==> src/rtl/bus_pkg.sv <==
// Shared types and widths for the bus requester front end.
package bus_pkg;
    localparam int ADDR_W = 32;
    localparam int DATA_W = 32;

    typedef struct packed {
        logic [ADDR_W-1:0] addr;
        logic [DATA_W-1:0] wd;
        logic              we;
    } bus_cmd_t;

    localparam int CMD_W = $bits(bus_cmd_t);

    typedef enum logic [1:0] {IDLE, REQ, XFER} req_state_e;
endpackage

==> src/rtl/bus_requester_if.sv <==
// Core command port plus arbiter/bus signals of one requester.
interface bus_requester_if;
    import bus_pkg::*;

    logic              cmd_valid;
    logic              cmd_ready;
    logic [ADDR_W-1:0] cmd_addr;
    logic [DATA_W-1:0] cmd_wd;
    logic              cmd_we;
    logic              bus_req;
    logic              bus_lock;
    logic              bus_grant;
    logic [ADDR_W-1:0] addr_m;
    logic [DATA_W-1:0] wd_m;
    logic              we_m;
    logic              busy;
    logic              tmo_err;

    modport master (
        input  cmd_valid, cmd_addr, cmd_wd, cmd_we, bus_grant,
        output cmd_ready, bus_req, bus_lock, addr_m, wd_m, we_m, busy, tmo_err
    );

    modport slave (
        output cmd_valid, cmd_addr, cmd_wd, cmd_we, bus_grant,
        input  cmd_ready, bus_req, bus_lock, addr_m, wd_m, we_m, busy, tmo_err
    );
endinterface

==> src/rtl/bus_requester_sync_fifo.sv <==
// Small synchronous FIFO; head is visible combinationally on o_rdata.
module sync_fifo #(
    parameter int WIDTH = 8,
    parameter int DEPTH = 4
) (
    input  logic                   clk,
    input  logic                   rstn,
    input  logic                   i_push,
    input  logic                   i_pop,
    input  logic [WIDTH-1:0]       i_wdata,
    output logic [WIDTH-1:0]       o_rdata,
    output logic                   o_full,
    output logic                   o_empty,
    output logic [$clog2(DEPTH):0] o_count
);
    localparam int AW = $clog2(DEPTH);
    localparam logic [AW:0] FULL_CNT = (AW+1)'(DEPTH);

    logic [WIDTH-1:0] r_mem [DEPTH];
    logic [AW-1:0]    r_wptr;
    logic [AW-1:0]    r_rptr;
    logic [AW:0]      r_count;
    logic             w_push;
    logic             w_pop;

    // Full blocks a push even when a pop happens on the same edge.
    assign o_full  = (r_count == FULL_CNT);
    assign o_empty = (r_count == '0);
    assign w_push  = i_push & ~o_full;
    assign w_pop   = i_pop & ~o_empty;
    assign o_rdata = r_mem[r_rptr];
    assign o_count = r_count;

    always_ff @(posedge clk) begin
        if (!rstn) begin
            r_wptr  <= '0;
            r_rptr  <= '0;
            r_count <= '0;
        end else begin
            if (w_push) r_wptr <= r_wptr + 1'b1;
            if (w_pop)  r_rptr <= r_rptr + 1'b1;
            if (w_push && !w_pop)      r_count <= r_count + 1'b1;
            else if (w_pop && !w_push) r_count <= r_count - 1'b1;
        end
    end

    always_ff @(posedge clk) begin
        if (w_push) r_mem[r_wptr] <= i_wdata;
    end
endmodule

==> src/rtl/bus_requester.sv <==
// Master-side bus front end: queues core beats, requests the bus and
// drives one beat per granted XFER cycle, with a grant-wait timeout.
module bus_requester
    import bus_pkg::*;
#(
    parameter int DEPTH   = 4,
    parameter int TMO_CYC = 256
) (
    input logic             clk,
    input logic             rstn,
    bus_requester_if.master bif
);
    localparam int AW = $clog2(DEPTH);
    localparam int TW = (TMO_CYC > 1) ? $clog2(TMO_CYC) : 1;
    localparam logic [TW-1:0] TMO_LAST = TW'((TMO_CYC > 0) ? TMO_CYC - 1 : 0);
    localparam logic [AW:0]   CNT_ONE  = (AW+1)'(1);
    localparam logic [AW:0]   CNT_TWO  = (AW+1)'(2);

    req_state_e    r_state;
    req_state_e    w_next;
    logic [TW-1:0] r_wcnt;
    bus_cmd_t      w_in;
    bus_cmd_t      w_head;
    logic          w_full;
    logic          w_empty;
    logic [AW:0]   w_count;
    logic          w_push;
    logic          w_pop;
    logic          w_tmo_hit;

    assign w_in      = '{addr: bif.cmd_addr, wd: bif.cmd_wd, we: bif.cmd_we};
    assign w_push    = bif.cmd_valid & ~w_full;
    assign w_pop     = (r_state == XFER) & bif.bus_grant;
    assign w_tmo_hit = (TMO_CYC != 0) && (r_state == REQ) && (r_wcnt == TMO_LAST);

    sync_fifo #(.WIDTH(CMD_W), .DEPTH(DEPTH)) u_fifo (
        .clk     (clk),
        .rstn    (rstn),
        .i_push  (w_push),
        .i_pop   (w_pop),
        .i_wdata (w_in),
        .o_rdata (w_head),
        .o_full  (w_full),
        .o_empty (w_empty),
        .o_count (w_count)
    );

    always_ff @(posedge clk) begin
        if (!rstn) r_state <= IDLE;
        else       r_state <= w_next;
    end

    always_comb begin
        w_next = r_state;
        unique case (r_state)
            IDLE: if (!w_empty) w_next = REQ;
            REQ:  if (bif.bus_grant) w_next = XFER;
            // Last beat leaves unless a new beat lands on the same edge.
            XFER: begin
                if (!bif.bus_grant)                     w_next = REQ;
                else if (w_count == CNT_ONE && !w_push) w_next = IDLE;
            end
            default: w_next = IDLE;
        endcase
    end

    // Wait counter only runs while staying in REQ; it wraps on each timeout.
    always_ff @(posedge clk) begin
        if (!rstn)                                r_wcnt <= '0;
        else if (r_state == REQ && w_next == REQ) r_wcnt <= w_tmo_hit ? '0 : r_wcnt + 1'b1;
        else                                      r_wcnt <= '0;
    end

    always_comb begin
        bif.cmd_ready = ~w_full;
        bif.bus_req   = (r_state != IDLE);
        bif.busy      = (r_state != IDLE);
        bif.bus_lock  = (r_state != IDLE) && (w_count >= CNT_TWO);
        bif.tmo_err   = w_tmo_hit;
        bif.addr_m    = '0;
        bif.wd_m      = '0;
        bif.we_m      = 1'b0;
        if (r_state == XFER) begin
            bif.addr_m = w_head.addr;
            bif.wd_m   = w_head.wd;
            bif.we_m   = w_head.we;
        end
    end
endmodule

==> src/flat_wrapper.sv <==
// flat-port wrapper written by rule: the top's interface ports become plain ports
module bus_requester_flat import bus_pkg::*;
#(
    parameter int DEPTH   = 4,
    parameter int TMO_CYC = 256
)
  (clk, rstn, bif_cmd_valid, bif_cmd_addr, bif_cmd_wd, bif_cmd_we, bif_bus_grant, bif_cmd_ready, bif_bus_req, bif_bus_lock, bif_addr_m, bif_wd_m, bif_we_m, bif_busy, bif_tmo_err);
  bus_requester_if bif_i ();
  input logic clk;
  input logic rstn;
  input wire logic [$bits(bif_i.cmd_valid)-1:0] bif_cmd_valid;
  input wire logic [$bits(bif_i.cmd_addr)-1:0] bif_cmd_addr;
  input wire logic [$bits(bif_i.cmd_wd)-1:0] bif_cmd_wd;
  input wire logic [$bits(bif_i.cmd_we)-1:0] bif_cmd_we;
  input wire logic [$bits(bif_i.bus_grant)-1:0] bif_bus_grant;
  output wire logic [$bits(bif_i.cmd_ready)-1:0] bif_cmd_ready;
  output wire logic [$bits(bif_i.bus_req)-1:0] bif_bus_req;
  output wire logic [$bits(bif_i.bus_lock)-1:0] bif_bus_lock;
  output wire logic [$bits(bif_i.addr_m)-1:0] bif_addr_m;
  output wire logic [$bits(bif_i.wd_m)-1:0] bif_wd_m;
  output wire logic [$bits(bif_i.we_m)-1:0] bif_we_m;
  output wire logic [$bits(bif_i.busy)-1:0] bif_busy;
  output wire logic [$bits(bif_i.tmo_err)-1:0] bif_tmo_err;
  assign bif_i.cmd_valid = bif_cmd_valid;
  assign bif_i.cmd_addr = bif_cmd_addr;
  assign bif_i.cmd_wd = bif_cmd_wd;
  assign bif_i.cmd_we = bif_cmd_we;
  assign bif_i.bus_grant = bif_bus_grant;
  assign bif_cmd_ready = bif_i.cmd_ready;
  assign bif_bus_req = bif_i.bus_req;
  assign bif_bus_lock = bif_i.bus_lock;
  assign bif_addr_m = bif_i.addr_m;
  assign bif_wd_m = bif_i.wd_m;
  assign bif_we_m = bif_i.we_m;
  assign bif_busy = bif_i.busy;
  assign bif_tmo_err = bif_i.tmo_err;
  bus_requester #(.DEPTH(DEPTH), .TMO_CYC(TMO_CYC)) u_core (.clk(clk), .rstn(rstn), .bif(bif_i));
endmodule
==> config.mk <==
export PLATFORM = sky130hd
export DESIGN_NAME = bus_requester_flat
export DESIGN_NICKNAME = d
export VERILOG_FILES = /design/src/rtl/bus_pkg.sv /design/src/rtl/bus_requester_if.sv /design/src/rtl/bus_requester_sync_fifo.sv /design/src/rtl/bus_requester.sv /design/src/flat_wrapper.sv
export SDC_FILE = /design/constraint.sdc
export NUM_CORES = 1
export LEC_CHECK = 0
export ABC_CLOCK_PERIOD_IN_PS = 2850
export CAP_MARGIN = 20
export CORE_MARGIN = 4
export CORE_UTILIZATION = 40
export CTS_CLUSTER_SIZE = 40
export DETAILED_ROUTE_END_ITERATION = 12
export RECOVER_POWER = 25
export SLEW_MARGIN = 20
export SYNTH_ARGS = -nofsm -noshare
export SYNTH_HDL_FRONTEND = slang
export SYNTH_SLANG_ARGS = --single-unit
==> constraint.sdc <==
create_clock -name clk -period 2.85 [get_ports clk]
set_clock_uncertainty 0.2 [all_clocks]
set_input_delay 0.4275 -clock clk [delete_from_list [all_inputs] [get_ports clk]]
set_output_delay 0.4275 -clock clk [all_outputs]
set_load 0.01 [all_outputs]
After elaboration in Yosys (flattened, before gate mapping)
Memories as Yosys holds them, arrays and structs flattened. A register that Yosys moved wholly into a read port is not among the register bits.
Index checks and enable logic that the tools add are counted.
Widths: inputs -> output; s select.
{ "totals": {"reg_bits": 17, "latchBits": 0, "mem_bits_rw": 260, "rom_bits": 0, "input_bits": 69, "output_inout_bits": 70, "word_cells": 54, "n_memories": 1} }
{ "mem_list": {"columns": ["name", "depth", "word_bits", "read_ports", "rd_ports_with_merged_regs", "write_ports", "line_no", "source"], "rows": [
  ["u_core.u_fifo.r_mem", 4, 65, 1, 1, 1, "bus_requester_sync_fifo.sv:19", "logic [WIDTH-1:0] r_mem [DEPTH];"]
]} }
{ "classes": {"n_addsub": 5, "n_mul": 0, "div_mod_pow": 0, "n_lt_le_gt_ge": 1, "eq_ne": 6, "shift": 0, "mux": 14, "n_bitwise": 8, "n_reduce_logical": 14} }
{ "op_table": {"columns": ["operator", "n"], "rows": [
  ["$mux 32", 2],
  ["$mux 2", 6],
  ["$add 8x1->8 const B", 1],
  ["$eq 8x8->1 const B", 1],
  ["$logic_and 1x1->1", 6],
  ["$mux 3", 2],
  ["$pmux 2 s3", 1],
  ["$add 2x1->2 const B", 2],
  ["$and 1x1->1", 4],
  ["$eq 2x1->1 const B", 2],
  ["$not 1->1", 4],
  ["$reduce_bool 2->1", 2],
  ["$add 3x1->3 const B", 1],
  ["$eq 3x1->1 const B", 1],
  ["$eq 3x3->1 const B", 1],
  ["$ge 3x2->1 const B", 1],
  ["$logic_not 1->1", 3],
  ["$logic_not 3->1", 1],
  ["$mux 1", 3],
  ["$reduce_or 3->1", 1],
  ["$sub 3x1->3 const B", 1],
  ["$eq 2x2->1 const B", 1],
  ["$logic_not 2->1", 1]
]} }

Depth between registers and ports, before layout
{ "logic_depth": {"depth_word": 12, "mapped_depth": 8, "ltp_nobuf": 8} }

Modules after synthesis
Synthesis repeated with hierarchy kept, for this count alone.
{ "hier_totals": {"hier_cells": 516, "hier_area_um2": 10829.1} }
{ "by_module_without_submodules": {"columns": ["module", "instances", "cells_per_inst", "area_per_inst_um2", "seq_area_each_um2"], "rows": [
  ["sync_fifo", 1, 387, 9907.0, 7987.7],
  ["bus_requester", 1, 129, 922.1, 200.2]
]} }

Worst setup path before layout
OpenSTA, ideal clock, no wires.
{ "synth_timing": {"path_type": "register -> register", "from": "reg u_core.u_fifo.r_count[0] (netlist: u_core.u_fifo.o_count[0])", "to": "mem u_core.u_fifo.r_mem[1][0] in the netlist's numbering, enable pin", "setup_ns": 0.430, "t_arrival_ns": 2.532, "t_required_ns": 2.220, "setup_slack_ns": -0.312, "stages_incl_launch_ff": 5, "n_path_buf": 0, "period_less_slack_ns": 3.162, "cell_sequence": "dfxtp_1 -> inv_1 -> ha_1 -> a21boi_2 -> and2_1"} }
{ "synth_via": {"elab_chain_len": 6} }
{ "synth_lines": {"columns": ["item", "line_no", "source"], "rows": [
  ["from (decl)", "bus_requester_sync_fifo.sv:22", "logic [AW:0] r_count;"],
  ["from (signal assigned)", "bus_requester_sync_fifo.sv:42", "if (w_push && !w_pop) r_count <= r_count + 1'b1;"],
  ["from (signal assigned)", "bus_requester_sync_fifo.sv:43", "else if (w_pop && !w_push) r_count <= r_count - 1'b1;"],
  ["$eq 3x3->1 *", "bus_requester_sync_fifo.sv:27", "assign o_full = (r_count == FULL_CNT);"],
  ["$not 1->1 *", "bus_requester_sync_fifo.sv:29, bus_requester.sv:32", null],
  ["$and 1x1->1", "bus_requester.sv:32", "assign w_push = bif.cmd_valid & ~w_full;"],
  ["$and 1x1->1 *", "bus_requester_sync_fifo.sv:29", "assign w_push = i_push & ~o_full;"],
  ["named net u_core.u_fifo.w_push", "bus_requester_sync_fifo.sv:23", "logic w_push;"],
  ["$mux 1 *", "bus_requester_sync_fifo.sv:48", "if (w_push) r_mem[r_wptr] <= i_wdata;"],
  ["$mux 1 (not written as such) *", "bus_requester_sync_fifo.sv:48", null],
  ["to (decl)", "bus_requester_sync_fifo.sv:19", null]
]} }
The timed path passes the listed nets; every way through them passes the cells marked *.

==> impl_metrics.ini <==
[min_path]
whs_path_depth = 1
hold_path_class = reg -> reg

[logic_synthesis]
ys.flop_type = edfxtp_1
synth_area_per_cell_um2 = 20.7
ys_seq_elements = 279
synth.top_cells.by_area = edfxtp_1 72%, mux4_2 14%, and2_1 4.0%
ys_warn_count = 0
syn-cell-area_um2 = 10800
syn_inst = 522
synth_most_common_cell = edfxtp_1
synth_common_cells = 260 x edfxtp_1, 69 x and2_1, 65 x mux4_2
yosysTopAreaCell = edfxtp_1
syn_nets = 602
async_flop_share = 0
synthDominantCellAreaShare = 0.722
synth_enable_flop_cells = 260
yosysSeqAreaShare = 0.757
ys_types = 36

[place]
place_ws_ps = 274
dp_hpwl_mm = 13.2
postPlaceCellArea_um2 = 12800
globalplace.congestion = 0.701
dp.cells = 989
port-buffer-count = 138

[global_route]
antenna_found_initial = 1
grt_max_degree = 48
grt_pass1_wl_mm = 33.8
grt_overflow = 0
grt_pass1_vias = 5890
grtUsageTotal = 0.148

[clock_network]
numCtsBuffers = 29
cts.sinks = 279
clk_latency_ps = 520
cts-root-buf = clkbuf_16
clkTransAtPathRegs_ps = 60
clockBufferDepth = 3
cts_tree = done
holdBufCountCts = 0
htreeDepth = 1

[sta]
tightest_slew_ps = 391
holdWs_ps = 278
post-route-min-period_ps = 2770
setup_ws_ps = 75.4
fin_crit_sh = 0.974
hold_violations = 0
finalSetupViolCount = 0
maxSlewViolCount = 0
setup_tns_ps = 0
rsz0062_at_grt = yes
max_freq_mhz = 360
relSlewSlack = 0.738

[job]
maxCapViolations = 0

[worst_setup_path]
crit_chain = buf_12, buf_16, mux4_2, and2_1, dlygate4sd2_1
r2r_cells = 7
worstPathRequired_ps = 2220
crit_fanout = 7
cp_slowest_cell = mux4_2
setup.worst_path.start_class = flip-flop
cp-end-kind = primary output
worst-setup-path-type = reg -> out
crit_arrival_ps = 2150
cp_slowest_stage_delay_ps = 480

[floorplanning]
start_util = 0.410
coreArea_um2 = 26400
rows = 59
die-area_um2 = 29700
die_w_um = 172
die_h_um = 172
io_pins = 139

[power_and_ir_drop]
total_power_mw = 9.18
ir_drop_mv = 0.470
power.switching_mw = 2.01
swShare = 0.219
power_density_nw_per_um2 = 665
pwr-share-comb = 0.108
p_leak_nw = 4.63
power_frac_seq = 0.534
pwr-share-clk = 0.358
p_int_mw = 7.17

[final_layout]
num-fill-cells = 2083
layout.nets = 778
finalInstanceArea_um2 = 13800
drive_gt1_frac = 0.231
fin_util = 0.523
finalNonFillerCells = 1056
syn_to_final_growth_pct = 27.6

[drt]
ant_nets = 0
wl_per_cell_um = 20.7
drt_iter0_markers = 393
first_pass_iters = 4
post-route-drc-count = 0
via_per_inst = 5.18
dr_total_vias = 5465
wl_mm = 21.9

[status]
status = finished, final reports clean
[routing by layer]
metal / global-route usage / vias to the layer above / routed length, µm
met1: 0.201 / 2820 / 9200
met2: 0.256 / 170 / 11000
met4: 0.0332 / 2 / 369
met5: 0 / - / 13
li1: - / 2443 / -
met3: 0.0245 / 30 / 1320
[critical path, delay by kind of cell (launching register included)]
kind                   cells  cell delay [ps]
buffers and inverters      3              560
multiplexers               1              480
flip-flops                 1              430
AND/OR/NAND/NOR            1              160
[power by group through the flow]
stage	clock network (mW)	logic [mW]	registers (mW)
2_1_floorplan	0	0.526	4.96
3_3_place_gp	0	1.01	4.96
3_5_place_dp	0	1.03	4.99
4_1_cts	3.40	1.03	4.90
5_1_grt	3.58	1.09	4.92
6_report	3.29	0.992	4.90
[layout make-up]
| cell class | instances | area [µm²] | area share |
|---|---|---|---|
| antenna | 1 | 2.50 | 0.000181 |
| sequential | 279 | 8200 | 0.594 |
| timing repair buffer | 169 | 1840 | 0.133 |
| tap | 335 | 419 | 0.0304 |
| clock inverter | 18 | 88.8 | 0.00644 |
| multi-input combinational | 212 | 2480 | 0.180 |
| inverter | 7 | 26.3 | 0.00190 |
| clock buffer | 35 | 748 | 0.0542 |
[state kept, by name, indices dropped and copies added, names as in the netlist, named ones only]
register and count:
u_core.u_fifo.r_rptr 2, u_core.r_state 2, u_core.r_wcnt 8, u_core.u_fifo.r_mem 260, u_core.u_fifo.r_wptr 2, u_core.u_fifo.o_count 3
[final timing paths]
path | from | endpoint | slack, ps
worst min register to register | u_core.r_wcnt[0] | u_core.r_wcnt[0] | 280
worst max register to register | u_core.u_fifo.o_count[0] | u_core.u_fifo.o_count[2] | 490
worst max-delay path | flip-flop | bif_wd_m[16] | 80
worst min-delay path | u_core.r_wcnt[0] | u_core.r_wcnt[0] | 280
[cell usage in the layout (no fill, tap or decap), types with 10 or more instances in the layout]
| master | synthesis | layout |
|---|---|---|
| edfxtp_1 | 260 | 260 |
| dfxtp_1 | 19 | 17 |
| dlygate4sd3_1 | 0 | 40 |
| mux4_2 | 65 | 65 |
| nor2_1 | 10 | 10 |
| buf_2 | 7 | 11 |
| clkbuf_16 | 0 | 29 |
| clkdlybuf4s50_1 | 0 | 33 |
| dlygate4sd2_1 | 0 | 23 |
| and2_1 | 69 | 62 |
| ha_1 | 11 | 10 |
| buf_12 | 0 | 13 |
| clkdlybuf4s15_1 | 0 | 27 |
[repair_timing]
action,4_1_cts,5_1_grt
setup buffers,10,0
pin swaps,0,0
endpoints found under the setup margin,66,35
cloned,4,0
endpoints found under the hold margin,0,0
resized for setup,130,30
[cells by family (layout without fill, tap and decap cells)]
logic type                 count (synthesis)  in the layout  share of synthesized area
other                                      0              1                          0
buffers and inverters                     31            229                     0.0161
AOI/OAI and AO/OA                         19             19                     0.0110
muxes                                     69             69                      0.139
DFF                                      279            279                      0.757
adders and majority gates                 11             11                     0.0127
and+or+nand+nor                          107            107                     0.0590
xor gates and xnor gates                   6              6                    0.00486
Note: power is estimated with default switching activity, not from simulation.
